===== src/rtl/event_meter_pkg.sv =====
// Shared definitions for event timing instrumentation: FSM state encoding and
// a width helper so every meter sizes its counter the same way.
package event_meter_pkg;

    typedef enum logic [1:0] {
        ST_IDLE  = 2'd0,
        ST_COUNT = 2'd1,
        ST_HOLD  = 2'd2
    } meter_state_t;

    // Bits needed to hold any count from 0 up to and including max_delay.
    function automatic int cntr_width(input int max_delay);
        return $clog2(max_delay + 1);
    endfunction

endpackage


===== src/rtl/edge_detect.sv =====
// Rising-edge detector: one-cycle pulse when the input is high and was low
// on the previous clock. The history flop clears to 0 on reset.
module edge_detect (
    input  logic clk,
    input  logic anrst,
    input  logic in,
    output logic rising
);

    logic in_d1;

    always_ff @(posedge clk or negedge anrst) begin
        if (!anrst) begin
            in_d1 <= 1'b0;
        end else begin
            in_d1 <= in;
        end
    end

    // A level already high when reset releases reads as an edge on the first clock.
    assign rising = in & ~in_d1;

endmodule


===== src/rtl/event_delay_meter.sv =====
// Measures cycles from a start rising edge to the next stop rising edge and
// offers the count on a valid/ready port; saturates at MAX_DELAY as a timeout.
//
// state    | meaning
// ---------+-----------------------------------------------------------
// ST_IDLE  | waiting for a start edge; stop edges ignored
// ST_COUNT | counting cycles since the start edge
// ST_HOLD  | result/timeout presented with result_valid until accepted
module event_delay_meter
    import event_meter_pkg::*;
#(
    parameter  int MAX_DELAY = 1024,
    localparam int CNTR_W    = cntr_width(MAX_DELAY)
) (
    input  logic              clk,
    input  logic              arst,
    input  logic              start,
    input  logic              stop,
    output logic [CNTR_W-1:0] result,
    output logic              timeout,
    output logic              result_valid,
    input  logic              result_ready,
    output logic              busy
);

    localparam logic [CNTR_W-1:0] MAX_CNT = CNTR_W'(MAX_DELAY);

    meter_state_t      state;
    logic [CNTR_W-1:0] cnt;
    logic [CNTR_W-1:0] cnt_next;
    logic              start_rise;
    logic              stop_rise;

    edge_detect u_start_edge (
        .clk    (clk),
        .anrst  (~arst),
        .in     (start),
        .rising (start_rise)
    );

    edge_detect u_stop_edge (
        .clk    (clk),
        .anrst  (~arst),
        .in     (stop),
        .rising (stop_rise)
    );

    // In COUNT cnt stays below MAX_CNT, so the increment cannot wrap.
    assign cnt_next = cnt + CNTR_W'(1);

    always_ff @(posedge clk or posedge arst) begin
        if (arst) begin
            state        <= ST_IDLE;
            cnt          <= '0;
            result       <= '0;
            timeout      <= 1'b0;
            result_valid <= 1'b0;
            busy         <= 1'b0;
        end else begin
            case (state)
                ST_IDLE: begin
                    if (start_rise) begin
                        cnt  <= '0;
                        busy <= 1'b1;
                        if (stop_rise) begin
                            state        <= ST_HOLD;
                            result       <= '0;
                            timeout      <= 1'b0;
                            result_valid <= 1'b1;
                        end else begin
                            state <= ST_COUNT;
                        end
                    end
                end
                ST_COUNT: begin
                    cnt <= cnt_next;
                    // A stop edge on the saturating cycle still counts as a real stop.
                    if (stop_rise) begin
                        state        <= ST_HOLD;
                        result       <= cnt_next;
                        timeout      <= 1'b0;
                        result_valid <= 1'b1;
                    end else if (cnt_next == MAX_CNT) begin
                        state        <= ST_HOLD;
                        result       <= MAX_CNT;
                        timeout      <= 1'b1;
                        result_valid <= 1'b1;
                    end
                end
                ST_HOLD: begin
                    if (result_ready) begin
                        state        <= ST_IDLE;
                        result_valid <= 1'b0;
                        busy         <= 1'b0;
                    end
                end
                default: begin
                    state        <= ST_IDLE;
                    result_valid <= 1'b0;
                    busy         <= 1'b0;
                end
            endcase
        end
    end

endmodule


===== config.mk =====
export PLATFORM = sky130hd
export DESIGN_NAME = event_delay_meter
export DESIGN_NICKNAME = d
export VERILOG_FILES = /design/src/rtl/event_meter_pkg.sv /design/src/rtl/edge_detect.sv /design/src/rtl/event_delay_meter.sv
export SDC_FILE = /design/constraint.sdc
export NUM_CORES = 1
export LEC_CHECK = 0
export ABC_AREA = 0
export CELL_PAD_IN_SITES_DETAIL_PLACEMENT = 2
export CELL_PAD_IN_SITES_GLOBAL_PLACEMENT = 2
export CORE_MARGIN = 1
export CORE_UTILIZATION = 25
export DETAILED_ROUTE_END_ITERATION = 7
export GPL_ROUTABILITY_DRIVEN = 1
export GPL_TIMING_DRIVEN = 0
export PLACE_DENSITY_LB_ADDON = 0.1
export SETUP_SLACK_MARGIN = 0.05
export SKIP_CTS_REPAIR_TIMING = 1
export SYNTH_ARGS = -nofsm -noshare
export SYNTH_HDL_FRONTEND = slang
export SYNTH_SLANG_ARGS = --single-unit

===== constraint.sdc =====
create_clock -name clk -period 1.9 [get_ports clk]
set_clock_uncertainty 0.1 [all_clocks]
set_input_delay 0.38 -clock clk [delete_from_list [all_inputs] [get_ports clk]]
set_output_delay 0.38 -clock clk [all_outputs]
set_load 0.03 [all_outputs]

==> results of run 1 <==
tightest hold or removal path, delay by kind of cell, from the launching register on:
kind | cells | cell delay, ns
simple gates | 1 | 0.05
flops | 1 | 0.36
compound gates | 1 | 0.07
layout by cell type, fill, tap and decap left out, types with 2 or more instances in the layout:
cell             netlist  final
a21oi_1                7      6
xor2_1                 4      4
nand3_1                4      3
clkinv_2               0      2
xnor2_1                7      6
clkbuf_2               1      3
dfrtp_1               29     27
clkbuf_1               4      2
dlymetal6s2s_1         0     11
nand2b_1               4      4
buf_12                 1      2
clkdlybuf4s50_1        0      7
a211oi_2               0      2
buf_2                  3      4
a22o_1                 3      3
o22ai_1                2      2
inv_1                  5      4
o21ai_2               11     11
o31ai_1                2      2
o211a_1                2      2
o21bai_2               0      2
o21ai_0               12     12
a22oi_1                8      8
nor2b_2                0      2
nor4_2                 0      2
nand4_1                3      3
a211oi_1               4      2
buf_4                  3      9
nor2_1                14     13
nand2_1               22     22
clkbuf_8               0      5
dfrtp_2                0      2
power by group through the flow:
| stage | Combinational, W | Clock, W | Sequential [W] |
|---|---|---|---|
| finish | 0.000938 | 0.000499 | 0.000854 |
| global placement | 0.000806 | 0 | 0.000870 |
| CTS | 0.000836 | 0.000519 | 0.000872 |
| detailed placement | 0.000831 | 0 | 0.000884 |
| floorplan | 0.000349 | 0 | 0.00103 |
| global route | 0.00102 | 0.000547 | 0.000882 |
per-stage QoR:
stage | util (%) | setup slack (ns) | instance area, um2
after floorplan | - | 0.0604 | 1700
after global placement | 30.8 | -0.525 | 1980
after detailed placement | 30.8 | -0.597 | 1980
after CTS | 32.1 | -0.297 | 2060
after global routing | 34.8 | -0.223 | 2230
final | 34.8 | -0.104 | 2230
worst paths after layout:
kind,start,to,cells after the start
setup reg to reg,cnt[1],result[10],6
min in group asynchronous,arst,busy,2
hold reg to reg,busy,busy,2
hold / removal,busy,busy,2
max in group asynchronous,arst,cnt[0],2
setup / recovery,cnt[1],result[10],6
sequential cells by signal, indices dropped and copies added, names as in the netlist:
name and cells:
cnt 11, result 11, state 2, busy 1, result_valid 1, timeout 1, u_start_edge.in_d1 1, u_stop_edge.in_d1 1
cell type report:
| class | count | area share (%) |
|---|---|---|
| Clock inverter | 2 | 0.448 |
| Clock buffer | 6 | 3.25 |
| Sequential cell | 29 | 32.6 |
| Inverter | 5 | 1.01 |
| Multi-Input combinational cell | 133 | 42.3 |
| Buffer | 13 | 3.81 |
| Tap cell | 77 | 4.32 |
| Timing Repair Buffer | 25 | 12.2 |
cells by family (layout without fill, tap and decap cells):
logic type / Yosys count / count (layout)
compound gates: 60 / 60
buf+inv: 18 / 51
flops: 29 / 29
simple gates: 61 / 61
fa+ha+maj: 1 / 1
xor+xnor: 11 / 11
routing by layer:
metal  part of all wire, %  routed length [um]
met1                    46                2380
met2                    50                2570
met3                   2.8                 146
met4                   1.3                  67
met5                     0                   0
==> run_results.csv, run 1 <==
group,metric,value,unit
logic_synthesis,synth_flop_cell,"dfrtp_1",
timing,slew_headroom,55.4,%
power,p_clk_share,21.8,%
power,power,0.00229,W
worst_setup_path,path_max_fanout,6,
clock_network,cts-root-buf,"clkbuf_8",
logic_synthesis,synth_top_family_by_area,"compound AO/OA/AOI/OAI gates",
clock_network,cts_tree,"built",
logic_synthesis,synth_edf_count,0,
clock_network,worst_skew_pair.late_latency,0.28,ns
outcome,violations,"negative setup slack",
worst_setup_path,endpoint_kind,"flip-flop",
logic_synthesis,yosysSeqAreaShare,43.2,%
logic_synthesis,netlist_area,0.00168,mm2
die,start_util,26.1,%
timing,finalCritPeriodShare,105,%
worst_setup_path,crit_chain,"ha_4 -> nand4_1 -> o211a_1 -> o221a_4 -> and2_4 -> o311a_1",
logic_synthesis,yosys.area_share.simple,18.3,%
drt,drt_wl_total,5170,um
worst_setup_path,crit_type,"flip-flop to flip-flop",
drt,num_vias,1471,
die,fp-row-count,29,
layout,antenna_cells,0,
timing,setup-tns-final,-1.24,ns
power,netSwitchingFraction,38.7,%
die,die_h,84.0,um
logic_synthesis,synth_common_cells,"29 x dfrtp_1, 22 x nand2_1, 14 x nor2_1",
global_routing,use_met1,21.1,%
logic_synthesis,yosys.area.top_type,"dfrtp_1",
die,die_area,0.00705,mm2
drt,via_per_inst,5.07,
run,drv_cap,0,
worst_hold_path,hold_path_class,"flip-flop to flip-flop",
power,peakVddDrop,0.513,mV
worst_setup_path,required,1.97,ns
placement,gp_congestion,0.748,
logic_synthesis,synth_area_leaders,"dfrtp_1 43%, o21ai_2 5.7%, nand2_1 4.9%, xnor2_1 3.7%, o21ai_0 3.6%",
drt,drc,0,
layout,drive_gt1_share,28.6,%
global_routing,first_global_vias,1602,
layout,multiInputGateArea,945,um2
logic_synthesis,synth.net_count,186,
global_routing,grt_max_degree,30,
clock_network,cts_max_level,2,
global_routing,use_met3,3.17,%
logic_synthesis,async_flop_share,100,%
drt,firstDrtPassIters,4,
logic_synthesis,synthMuxAreaShare,0,%
logic_synthesis,synth_xor_area_share,5.74,%
global_routing,globalRouteMet2Util,25.1,%
die,die_x,84.0,um
global_routing,antenna_found_initial,0,
logic_synthesis,synth_compound_area_share,26.1,%
drt,wl_per_cell,17.8,um
timing,tightest_slew,0.668,ns
clock_network,cts_sinks,29,
worst_setup_path,r2r_slack,-0.10,ns
power,seqPwrFrac,37.3,%
logic_synthesis,synth_top_area_share,43.2,%
placement,port_buffers,18,
timing,whs,0.424,ns
global_routing,grt_pass1_wl,8510,um
logic_synthesis,ys_ff_latch,29,
logic_synthesis,syn_area_per_cell,9.33,um2
worst_setup_path,cpPeakStageDelay,0.45,ns
global_routing,grt-ovfl-total,0,
timing,min_period,2.00,ns
timing,fmax,499,MHz
logic_synthesis,synthAdderAreaFrac,0.745,%
placement,place_inst,275,
power,power_switching,0.000887,W
timing,grt_setup_unrepaired,"true",
timing,slew_violations,0,
worst_setup_path,crit_arrival,2.07,ns
clock_network,cts_buffer_depth,2,
drt,detail-route-antenna-nets,0,
layout,final_nets,218,
layout,area_growth,32.9,%
layout,register_area,728,um2
logic_synthesis,yosys_warnings,0,
layout,nFillCells,725,
logic_synthesis,synth_cell_types,43,
power,p_leak,1.08,nW
logic_synthesis,synth.most_common_cell,"dfrtp_1",
layout,final_cells,290,
worst_setup_path,path_buf_inv,0,
global_routing,grtUsageTotal,15.7,%
timing,setup_viol,15,
power,p_int,0.00140,W
logic_synthesis,synthCells,180,
worst_setup_path,slowest_stage,"dfrtp_2",
drt,drt-initial-drc-count,40,
clock_network,clkTransAtPathRegs,0.06,ns
outcome,status,"complete, but fails checks",
timing,setup_slack,-0.104,ns
placement,dp_hpwl,3740,um
die,fp.coreArea,0.00642,mm2
global_routing,grt.busiest_layer,"met2",
clock_network,cts_buffers,5,
power,cellPowerDensity,1030,mW/mm2
timing,hold_viol,0,
worst_setup_path,critPathLaunchType,"flip-flop",
worst_setup_path,critPathTopFamily,"compound AO/OA/AOI/OAI gates",
power,pwr-share-comb,40.9,%
die,pin_count,19,
Power figures use the tool's default switching activity.
==> run 2: changes to the inputs <==
CORE_UTILIZATION = 31   (was 25)
==> run 2 against run 1 <==
Compared with the run above:
- power up 1.4%
- the run still ends with negative setup slack left
- setup slack better by 0.038 ns
- highest routed layer unchanged
- maximum frequency increased by 2.0%
- via count up 1.5%
- cell count shrank 3.1%
==> run_results.csv, run 2 (synthesis gave the netlist of run 1 again) <==
group,metric,value,unit
outcome,status,"complete, but fails checks",
outcome,violations,"negative setup slack",
timing,slew_violations,0,
layout,top_regs,"cnt: 11 flops, result: 11 flops, state: 2 flops",
drt,drt-initial-drc-count,37,
layout,mostFrequentLayoutCells,"27 x dfrtp_1, 22 x nand2_1, 13 x nor2_1",
placement,dp_slack,-0.611,ns
clock_network,cts_buffer_depth,2,
global_routing,grt_max_degree,30,
worst_setup_path,endpoint_kind,"flip-flop",
worst_setup_path,r2r_cells,6,
worst_setup_path,rr_startpoint,"cnt[1]",
timing,hold_viol,0,
worst_setup_path,path_max_fanout,5,
layout,final_nets,217,
layout,mostFrequentLayoutCell,"dfrtp_1",
global_routing,grtUsageTotal,19.0,%
placement,port_buffers,18,
power,p_leak,1.06,nW
drt,wl_per_cell,17.9,um
worst_setup_path,required,1.96,ns
drt,drt_wl_total,5040,um
timing,setup_slack,-0.0651,ns
clock_network,cts_max_level,2,
timing,tightest_slew,1.16,ns
layout,area_growth,31.8,%
timing,grt_setup_unrepaired,"true",
layout,final_cells,281,
timing,fmax,509,MHz
drt,detail-route-antenna-nets,0,
drt,num_vias,1493,
die,fp-row-count,26,
drt,firstDrtPassIters,4,
global_routing,globalRouteMet2Util,32.5,%
worst_setup_path,critPathLaunchType,"flip-flop",
global_routing,grt.busiest_layer,"met2",
layout,fin_area,0.00221,mm2
global_routing,first_global_vias,1560,
die,pin_count,19,
power,power,0.00232,W
global_routing,antenna_found_initial,0,
die,die_area,0.00571,mm2
worst_setup_path,crit_type,"flip-flop to flip-flop",
layout,drive_gt1_share,27.5,%
drt,drc,0,
timing,setup_viol,11,
clock_network,worst_skew_pair.late_latency,0.28,ns
run,drv_cap,0,
global_routing,grt_pass1_wl,7770,um
placement,place_inst,268,
clock_network,cts_sinks,29,
worst_hold_path,worstHoldStart,"timeout",
clock_network,cts-root-buf,"clkbuf_8",
power,peakVddDrop,0.459,mV
global_routing,use_met1,23.5,%
clock_network,clkTransAtPathRegs,0.06,ns
placement,dpl-instance-area,0.00197,mm2
worst_hold_path,hold_path_depth,1,
layout,antenna_cells,0,
global_routing,grt-ovfl-total,0,
global_routing,use_met3,4.37,%
worst_setup_path,crit_arrival,2.03,ns
worst_setup_path,critical_path.startpoint,"cnt[1]",
die,die_x,75.6,um
clock_network,cts_buffers,5,
die,start_util,32.5,%
worst_hold_path,hold_path_class,"flip-flop to flip-flop",
die,die_h,75.6,um
placement,dp_hpwl,3580,um
layout,nFillCells,549,
timing,min_period,1.97,ns
placement,gp_congestion,0.820,
timing,finalCritPeriodShare,103,%
die,fp.coreArea,0.00517,mm2
timing,slew_headroom,22.5,%
timing,whs,0.403,ns
drt,via_per_inst,5.31,
power,cellPowerDensity,1050,mW/mm2
clock_network,cts_tree,"built",
==> run 2: power by group <==
part	switching [W]	internal, W	total [W]
registers	0.000111	0.000742	0.000853
logic	0.000533	0.000418	0.000951
clock network	0.000232	0.000287	0.000518
==> run 2: layout make-up <==
cell class	instances	area (um2)	area share (%)
clock buffers	7	86.3	3.90
multi-input cells	133	935	42.2
repair buffers	24	267	12.0
inverters	5	18.8	0.848
plain buffers	13	91.3	4.13
flip-flops and latches	29	728	32.9
well taps	70	87.6	3.96
==> run 2: worst paths after layout <==
| path | end | slack (ns) |
|---|---|---|
| max in group asynchronous | cnt[0] | 0.31 |
| max | result[10] | -0.07 |
| min reg2reg | timeout | 0.40 |
| min in group asynchronous | result[1] | 0.60 |
| max reg2reg | result[10] | -0.07 |
| min | timeout | 0.40 |
==> run 2: stage by stage <==
step	TNS (ns)	util, %
after global routing	-1.29	42.8
after CTS	-3.83	39.7
after detailed placement	-11.11	38.1
after global placement	-9.32	38.1
final	-0.502	42.8
after floorplan	0	-
==> run 2: layer usage <==
layer	wire length, um	vias up
met5	0	-
met4	44	0
met3	144	6
met2	2690	20
met1	2160	763
li1	-	704
==> run 2: critical path, stage by stage (launching register included) <==
cell	delay [ns]
dfrtp_2	0.44
ha_4	0.16
nand4_1	0.16
o211a_1	0.31
o221a_4	0.23
and2_4	0.16
o311a_1	0.29
